[src/rtl/rr_bus_arbiter.sv]
// Four-master round-robin bus arbiter with owner-held grants, an optional
// hold-time limit that forces release, and a per-master lockout after a forced release.
module rr_bus_arbiter #(
  parameter int unsigned MAX_HOLD = 16,
  parameter int unsigned CNT_W    = 5
) (
  input  logic       clk,
  input  logic       rst_n,
  input  logic [3:0] req,
  output logic [3:0] gnt,
  output logic [1:0] gnt_idx,
  output logic       gnt_valid,
  output logic       timeout,
  output logic [3:0] blocked
);

  localparam logic ST_IDLE = 1'b0;
  localparam logic ST_BUSY = 1'b1;

  localparam logic [CNT_W-1:0] HOLD_SAT  = CNT_W'(MAX_HOLD);
  localparam logic [CNT_W-1:0] HOLD_LAST = CNT_W'(MAX_HOLD - 1);
  localparam logic             HOLD_EN   = (MAX_HOLD != 0);

  logic             state;
  logic [1:0]       last;
  logic [CNT_W-1:0] hold_cnt;

  logic [3:0] elig;
  logic [1:0] pick;
  logic [1:0] cand;
  logic       pick_ok;
  logic       owner_rel;
  logic       forced;
  logic [3:0] blk_set;

  // Search starts one past the last owner and wraps, so the last owner ranks lowest.
  always_comb begin
    elig    = req & ~blocked;
    pick    = '0;
    cand    = '0;
    pick_ok = 1'b0;
    for (int unsigned k = 1; k <= 4; k++) begin
      cand = last + 2'(k);
      if (!pick_ok && elig[cand]) begin
        pick    = cand;
        pick_ok = 1'b1;
      end
    end
  end

  // Forced release needs req still high, so it can never coincide with an owner release.
  always_comb begin
    owner_rel = (state == ST_BUSY) && !req[gnt_idx];
    forced    = (state == ST_BUSY) && req[gnt_idx] && HOLD_EN && (hold_cnt == HOLD_LAST);
    blk_set   = '0;
    if (forced) blk_set[gnt_idx] = 1'b1;
  end

  always_ff @(posedge clk or negedge rst_n) begin
    if (!rst_n) begin
      state     <= ST_IDLE;
      last      <= 2'd3;
      hold_cnt  <= '0;
      gnt       <= '0;
      gnt_idx   <= '0;
      gnt_valid <= 1'b0;
      timeout   <= 1'b0;
      blocked   <= '0;
    end else begin
      timeout <= 1'b0;
      blocked <= (blocked & req) | blk_set;
      case (state)
        ST_IDLE: begin
          if (pick_ok) begin
            state     <= ST_BUSY;
            gnt_idx   <= pick;
            gnt       <= 4'b0001 << pick;
            gnt_valid <= 1'b1;
            hold_cnt  <= '0;
          end
        end
        default: begin
          if (owner_rel || forced) begin
            state     <= ST_IDLE;
            last      <= gnt_idx;
            gnt       <= '0;
            gnt_idx   <= '0;
            gnt_valid <= 1'b0;
            timeout   <= forced;
          end else if (hold_cnt != HOLD_SAT) begin
            hold_cnt <= hold_cnt + 1'b1;
          end
        end
      endcase
    end
  end

endmodule

[config.mk]
export PLATFORM = sky130hd
export DESIGN_NAME = rr_bus_arbiter
export DESIGN_NICKNAME = d
export VERILOG_FILES = /design/src/rtl/rr_bus_arbiter.sv
export SDC_FILE = /design/constraint.sdc
export NUM_CORES = 1
export LEC_CHECK = 0
export ABC_AREA = 1
export BUFFER_PORTS_ARGS = -buffer_cell sky130_fd_sc_hd__buf_4
export CORE_UTILIZATION = 40
export CTS_CLUSTER_DIAMETER = 80
export DETAILED_ROUTE_END_ITERATION = 16
export GPL_ROUTABILITY_DRIVEN = 0
export GPL_TIMING_DRIVEN = 1
export PLACE_DENSITY = 0.68
export SLEW_MARGIN = 20
export SYNTH_ARGS = -nofsm -noshare
export SYNTH_HDL_FRONTEND = slang
export SYNTH_SLANG_ARGS = --single-unit
[constraint.sdc]
create_clock -name clk -period 1.55 [get_ports clk]
set_input_delay 0.3875 -clock clk [delete_from_list [all_inputs] [get_ports clk]]
set_output_delay 0.3875 -clock clk [all_outputs]
set_load 0.05 [all_outputs]
==> results of run 1 <==
-- synthesized netlist by cell type, types with 2 or more instances --
cell | n | area [sq um]
buf_6 | 2 | 22.52
dfrtp_1 | 18 | 450.4
dfstp_2 | 2 | 52.55
ha_1 | 3 | 37.54
inv_1 | 20 | 75.07
inv_2 | 2 | 7.510
nand2_1 | 49 | 183.9
nand2_2 | 9 | 56.30
nand2_4 | 3 | 33.78
nand3_1 | 24 | 120.1
nand3_2 | 3 | 30.03
nand4_1 | 3 | 18.77
nor2_1 | 8 | 30.03
o21ai_0 | 9 | 45.04
o21ai_2 | 3 | 26.28
o22ai_1 | 4 | 25.02
-- where the power goes --
part	internal (uW)	switching, uW	total (uW)
Sequential	681	176	857
Clock	143	161	304
Combinational	855	1390	2250
Total	1680	1730	3410
-- layer usage --
metal / vias up / track usage / wire, microns
li1: 624 / - / -
met1: 584 / 0.2403 / 1443
met2: 29 / 0.3218 / 1505
met3: 6 / 0.03516 / 111
met4: 0 / 0.03741 / 36
met5: - / 0 / 0
-- timing repair --
action,4_1_cts,5_1_grt
hold endpoints to repair,18,0
hold buffers,1,0
pin swaps,3,10
setup buffers,3,4
setup endpoints to repair,13,20
gates resized for setup,5,26
-- worst min path at each step --
stage | start | endpoint | slack (ns) | cells past startpoint
after global routing | req[1] | blocked[1]$_DFF_PN0_ | 0.37 | 2
after detailed placement | rst_n | hold_cnt[2]$_DFFE_PN0P_ | 0.28 | 1
after global placement | rst_n | timeout$_DFF_PN0_ | 0.28 | 1
final | req[1] | blocked[1]$_DFF_PN0_ | 0.38 | 2
after CTS | req[1] | blocked[1]$_DFF_PN0_ | 0.36 | 2
after floorplan | rst_n | blocked[0]$_DFF_PN0_ | 0.09 | 0
-- stage by stage --
stage / area, sq um / setup TNS [ns]
3_3_place_gp: 1573 / -1.576
2_1_floorplan: 1319 / -0.02816
6_report: 1782 / -2.263
4_1_cts: 1664 / -2.278
5_1_grt: 1782 / -3.936
3_5_place_dp: 1573 / -2.129
-- kinds of logic after synthesis --
group | after synthesis | synth area share
AND/OR/NAND/NOR | 102 | 0.3898
flip-flops | 20 | 0.3937
AO/OA/AOI/OAI | 18 | 0.08913
adder cells (fa/ha/maj) | 3 | 0.02939
buffers and inverters | 26 | 0.09794
-- registers in the layout (all words and copies together), names as in the netlist --
name,cells
blocked,4
gnt,4
gnt_idx,2
gnt_valid,1
hold_cnt,5
last,2
state,1
timeout,1
-- worst max-delay path: stages (launching register included) --
cell and delay (ns):
dfstp_2 0.71, nand2_1 0.11, nand2_2 0.10, nand3_2 0.07, nand2_2 0.07, nand2_2 0.06, nor2_4 0.17, nand3_2 0.10
nand2_2 0.11, inv_2 0.04, nand2_1 0.06, nand2_1 0.05
-- cell type report --
cell class	count	area (sq um)
clock buffer	4	36.28
fill	279	1271
inverter	24	102.6
multi-input combinational	123	785.8
sequential	20	510.5
tap	44	55.05
timing repair buffer	38	291.5
==> results.toml, run 1 <==
[die]
core_sq_um = 3053
die_w_microns = 58.51
dieHeight_microns = 58.51
start_util = 0.4184
dieArea_sq_um = 3423
ios = 18
fp-row-count = 20

[critical_path]
setup.worst_path.class = "flop to flop"
cp-start-kind = "flop"
critPathCapture = "gnt[0]$_DFFE_PN0P_"
r2r.worst_path.cells = 11
endpoint_kind = "flop"
reg2reg_to = "gnt[0]$_DFFE_PN0P_"
reg2reg_slack_ns = -0.20
crit_start = "last[0]$_DFFE_PN1P_"
worst_ep_arrival_time_ns = 1.95
path_max_fanout = 8
crit_required_ns = 1.75
r2r_start = "last[0]$_DFFE_PN1P_"

[sta]
slew_viol_final = 0
grt_setup_unrepaired = "true"
clock_skew_ns = 0.007244
worst_slack_ns = -0.2002
hold_ws_ns = 0.3782
min_period_ns = 1.750
finalHoldViolations = 0
setup_viol = 13
max_freq_mhz = 571.4
slew_headroom = 0.8197
finalCritPeriodShare = 1.129
worst_pin_slew_ns = 0.2704

[final_layout]
area_growth_pct = 39.47
layout.nets = 219
mostFrequentLayoutCells = "38 x nand2_1, 36 x buf_4, 18 x inv_1"
diodes = 0
stdcell_count = 253
drive_above_1_share = 0.4880
postLayoutCoreUtil = 0.5836
final_common_cell = "nand2_1"

[logic_synthesis]
synth_edf_count = 0
syn_area_sq_um = 1277
synthCells = 169
avgSynthCellArea_sq_um = 7.559
ys.flop_type = "dfrtp_1"
syn-num-nets = 178
seq_area_frac_synth = 0.3937
yosysUniqueCellTypes = 23
synth_warnings = 0
ys_async_sr_fraction = 1.000
ys_ff_latch = 20

[power_and_ir_drop]
pwr_density_cell_nw_per_um2 = 1914
irDropWorstVdd_mv = 1.236
p_leak_uw = 0.0008633
total_power_uw = 3410

[clock_tree]
numCtsBuffers = 3
root_buffer = "clkbuf_4"
clk_pin_slew_ns = 0.12
clockBufferDepth = 2
cts.htree.levels = 1
cts_tree = "done"
clock_latency_ns = 0.30
cts_sinks = 20

[status]
violations = "setup timing"
status = "finished with violations"

[global_routing]
grt_pass1_wl_mm = 4.864
grt_start_max_net_pins = 21
grt_pass1_vias = 1133
antenna_found_initial = 0
grt_overflow_total = 0
grt_use_total = 0.1850

[placement]
pre_cts_ws_ns = -0.2125
port_buffers = 17
placed_cells = 241
dp_hpwl_mm = 2.115

[route]
first_iter_violations = 40
avgRoutedWirePerCell_microns = 12.24
routed_wirelength_mm = 3.096
remaining_drc_errors = 0
first_pass_iters = 4
drt-vias-per-instance = 4.913
vias = 1243
ant_nets = 0

[run]
max-cap-violations = 0

[hold_path]
hp-class = "input pin to flop"
Power figures use the tool's default switching activity.
==> inputs of run 2 (changes only) <==
CORE_MARGIN = 10   (was not set)
CORE_UTILIZATION = 50   (was 40)
PLACE_DENSITY = 0.81   (was 0.68)
==> run 2 against run 1 <==
  * The flow still finishes with violations (setup timing)
  * Combinational power up 3%
  * Sequential cell count unchanged
  * Count of clock-buffer cells in the layout shrank 1
  * Hold slack worse by 0.035 ns
  * Setup slack worse by 0.060 ns
  * Sequential share of layout area fell by 0.40 points
  * Clock power rose by 45%
  * Wire length up 19%
  * Clock skew fell by 0.0045 ns
  * Critical path depth shrank 1
  * Highest routed layer unchanged
==> results.toml, run 2 (synthesized netlist as in run 1, its figures left out) <==
[status]
status = "finished with violations"
violations = "setup timing"

[critical_path]
cpMostUsedCell = "nand2_2"
critPathSlowestCell = "dfstp_2"
reg2reg_to = "hold_cnt[1]$_DFFE_PN0P_"
reg2reg_slack_ns = -0.26
crit_chain = "nand2_1 > nand2_2 > nand3_2 > nand2_2 > nand2_2 > nor2_4 > nand3_2 > nand2_4 > nand2_1 > o21ai_0"
r2r_start = "last[0]$_DFFE_PN1P_"
worstPathBufferInverterCount = 0
cp-start-kind = "flop"
r2r.worst_path.cells = 10
path_delay_family = "simple AND/OR/NAND/NOR gates"
cpPeakStageDelay_ns = 0.72
crit_start = "last[0]$_DFFE_PN1P_"
endpoint_kind = "flop"
crit_required_ns = 1.78
setup.worst_path.class = "flop to flop"
path_max_fanout = 10
worst_ep_arrival_time_ns = 2.04

[final_layout]
diodes = 0
top_regs = "hold_cnt (5), blocked (4), gnt (4)"
largest_reg_flops = 5
largest-register = "hold_cnt"
postLayoutCoreUtil = 0.7360
layout.nets = 219
area_growth_pct = 41.43
final_common_cell = "nand2_1"
fillerInstances = 181
mostFrequentLayoutCells = "39 x nand2_1, 35 x buf_4, 17 x inv_1"
drive_above_1_share = 0.4928
final_area_sq_um = 1807

[power_and_ir_drop]
pwr_density_cell_nw_per_um2 = 2013
irDropWorstVdd_mv = 1.378
p_leak_uw = 0.0008965
total_power_uw = 3638

[global_routing]
grt_use_total = 0.1400
antenna_found_initial = 0
grt_pass1_wl_mm = 6.044
grt_pass1_vias = 1340
grt_overflow_total = 0
grt_start_max_net_pins = 21

[route]
first_iter_violations = 164
remaining_drc_errors = 0
vias = 1324
first_pass_iters = 4
avgRoutedWirePerCell_microns = 15.48
ant_nets = 0
drt-vias-per-instance = 5.540
routed_wirelength_mm = 3.699

[hold_path]
hp-class = "input pin to flop"
whs_path_depth = 2
min_to = "blocked[1]$_DFF_PN0_"
hold_start = "req[1]"

[clock_tree]
clk_pin_slew_ns = 0.12
cts_tree = "done"
root_buffer = "clkbuf_4"
numCtsBuffers = 3
cts.htree.levels = 1
clockBufferDepth = 2
clock_latency_ns = 0.31
cts_sinks = 20

[die]
core_sq_um = 2455
dieHeight_microns = 70.55
dieArea_sq_um = 4977
fp-row-count = 18
start_util = 0.5204
ios = 18
die_w_microns = 70.55

[sta]
worst_slack_ns = -0.2602
min_period_ns = 1.810
slew_viol_final = 0
setup_viol = 13
finalCritPeriodShare = 1.168
grt_setup_unrepaired = "true"
max_freq_mhz = 552.4
finalHoldViolations = 0
slew_headroom = 0.7869
worst_pin_slew_ns = 0.3196
clock_skew_ns = 0.002716

[run]
max-cap-violations = 0

[placement]
place_area_sq_um = 1548
port_buffers = 17
dp_hpwl_mm = 2.463
run 2: what timing repair did:
| item | in CTS | in global routing |
|---|---|---|
| endpoints found under the setup margin | 17 | 19 |
| endpoints found under the hold margin | 18 | 0 |
| setup buffers | 0 | 8 |
| gates cloned | 0 | 0 |
| gates resized for setup | 16 | 23 |
| pin swaps | 1 | 7 |
| hold buffers | 1 | 0 |
run 2: where the power goes:
part	switching, uW	internal (uW)
Clock	179	262
Combinational	1450	872
Sequential	197	681
run 2: final cells by class:
| type | count | area (sq um) | share of cell area |
|---|---|---|---|
| multi-input cells | 123 | 808.3 | 0.4474 |
| well taps | 30 | 37.54 | 0.02078 |
| clock buffers | 3 | 22.52 | 0.01247 |
| repair buffers | 38 | 295.3 | 0.1634 |
| flip-flops and latches | 20 | 510.5 | 0.2825 |
| clock inverters | 1 | 30.03 | 0.01662 |
| inverters | 24 | 102.6 | 0.05679 |
run 2: through the flow:
stage | hold WS [ns] | setup WS [ns] | std cells | setup TNS [ns]
2_1_floorplan | 0.09191 | -0.01952 | 169 | -0.02816
6_report | 0.3430 | -0.2602 | 239 | -2.865
3_5_place_dp | 0.2817 | -0.2050 | 226 | -2.359
4_1_cts | 0.3416 | -0.2114 | 231 | -2.319
5_1_grt | 0.3428 | -0.3642 | 239 | -4.287
3_3_place_gp | 0.2755 | -0.1304 | 226 | -1.238
run 2: worst max-delay path by stage:
stage	endpoint	depth (start not counted)
global placement	gnt[0]$_DFFE_PN0P_	11
detailed placement	hold_cnt[1]$_DFFE_PN0P_	10
CTS	gnt_idx[1]$_DFFE_PN0P_	9
global route	hold_cnt[1]$_DFFE_PN0P_	10
floorplan	gnt[0]$_DFFE_PN0P_	12
finish	hold_cnt[1]$_DFFE_PN0P_	10
run 2: metal layers:
metal | track usage | vias to the layer above | share of wire
met5 | 0 | - | 0
met4 | 0.04516 | 0 | 0.028
met3 | 0.04045 | 12 | 0.064
met2 | 0.2285 | 57 | 0.47
met1 | 0.1733 | 629 | 0.44
li1 | - | 626 | -
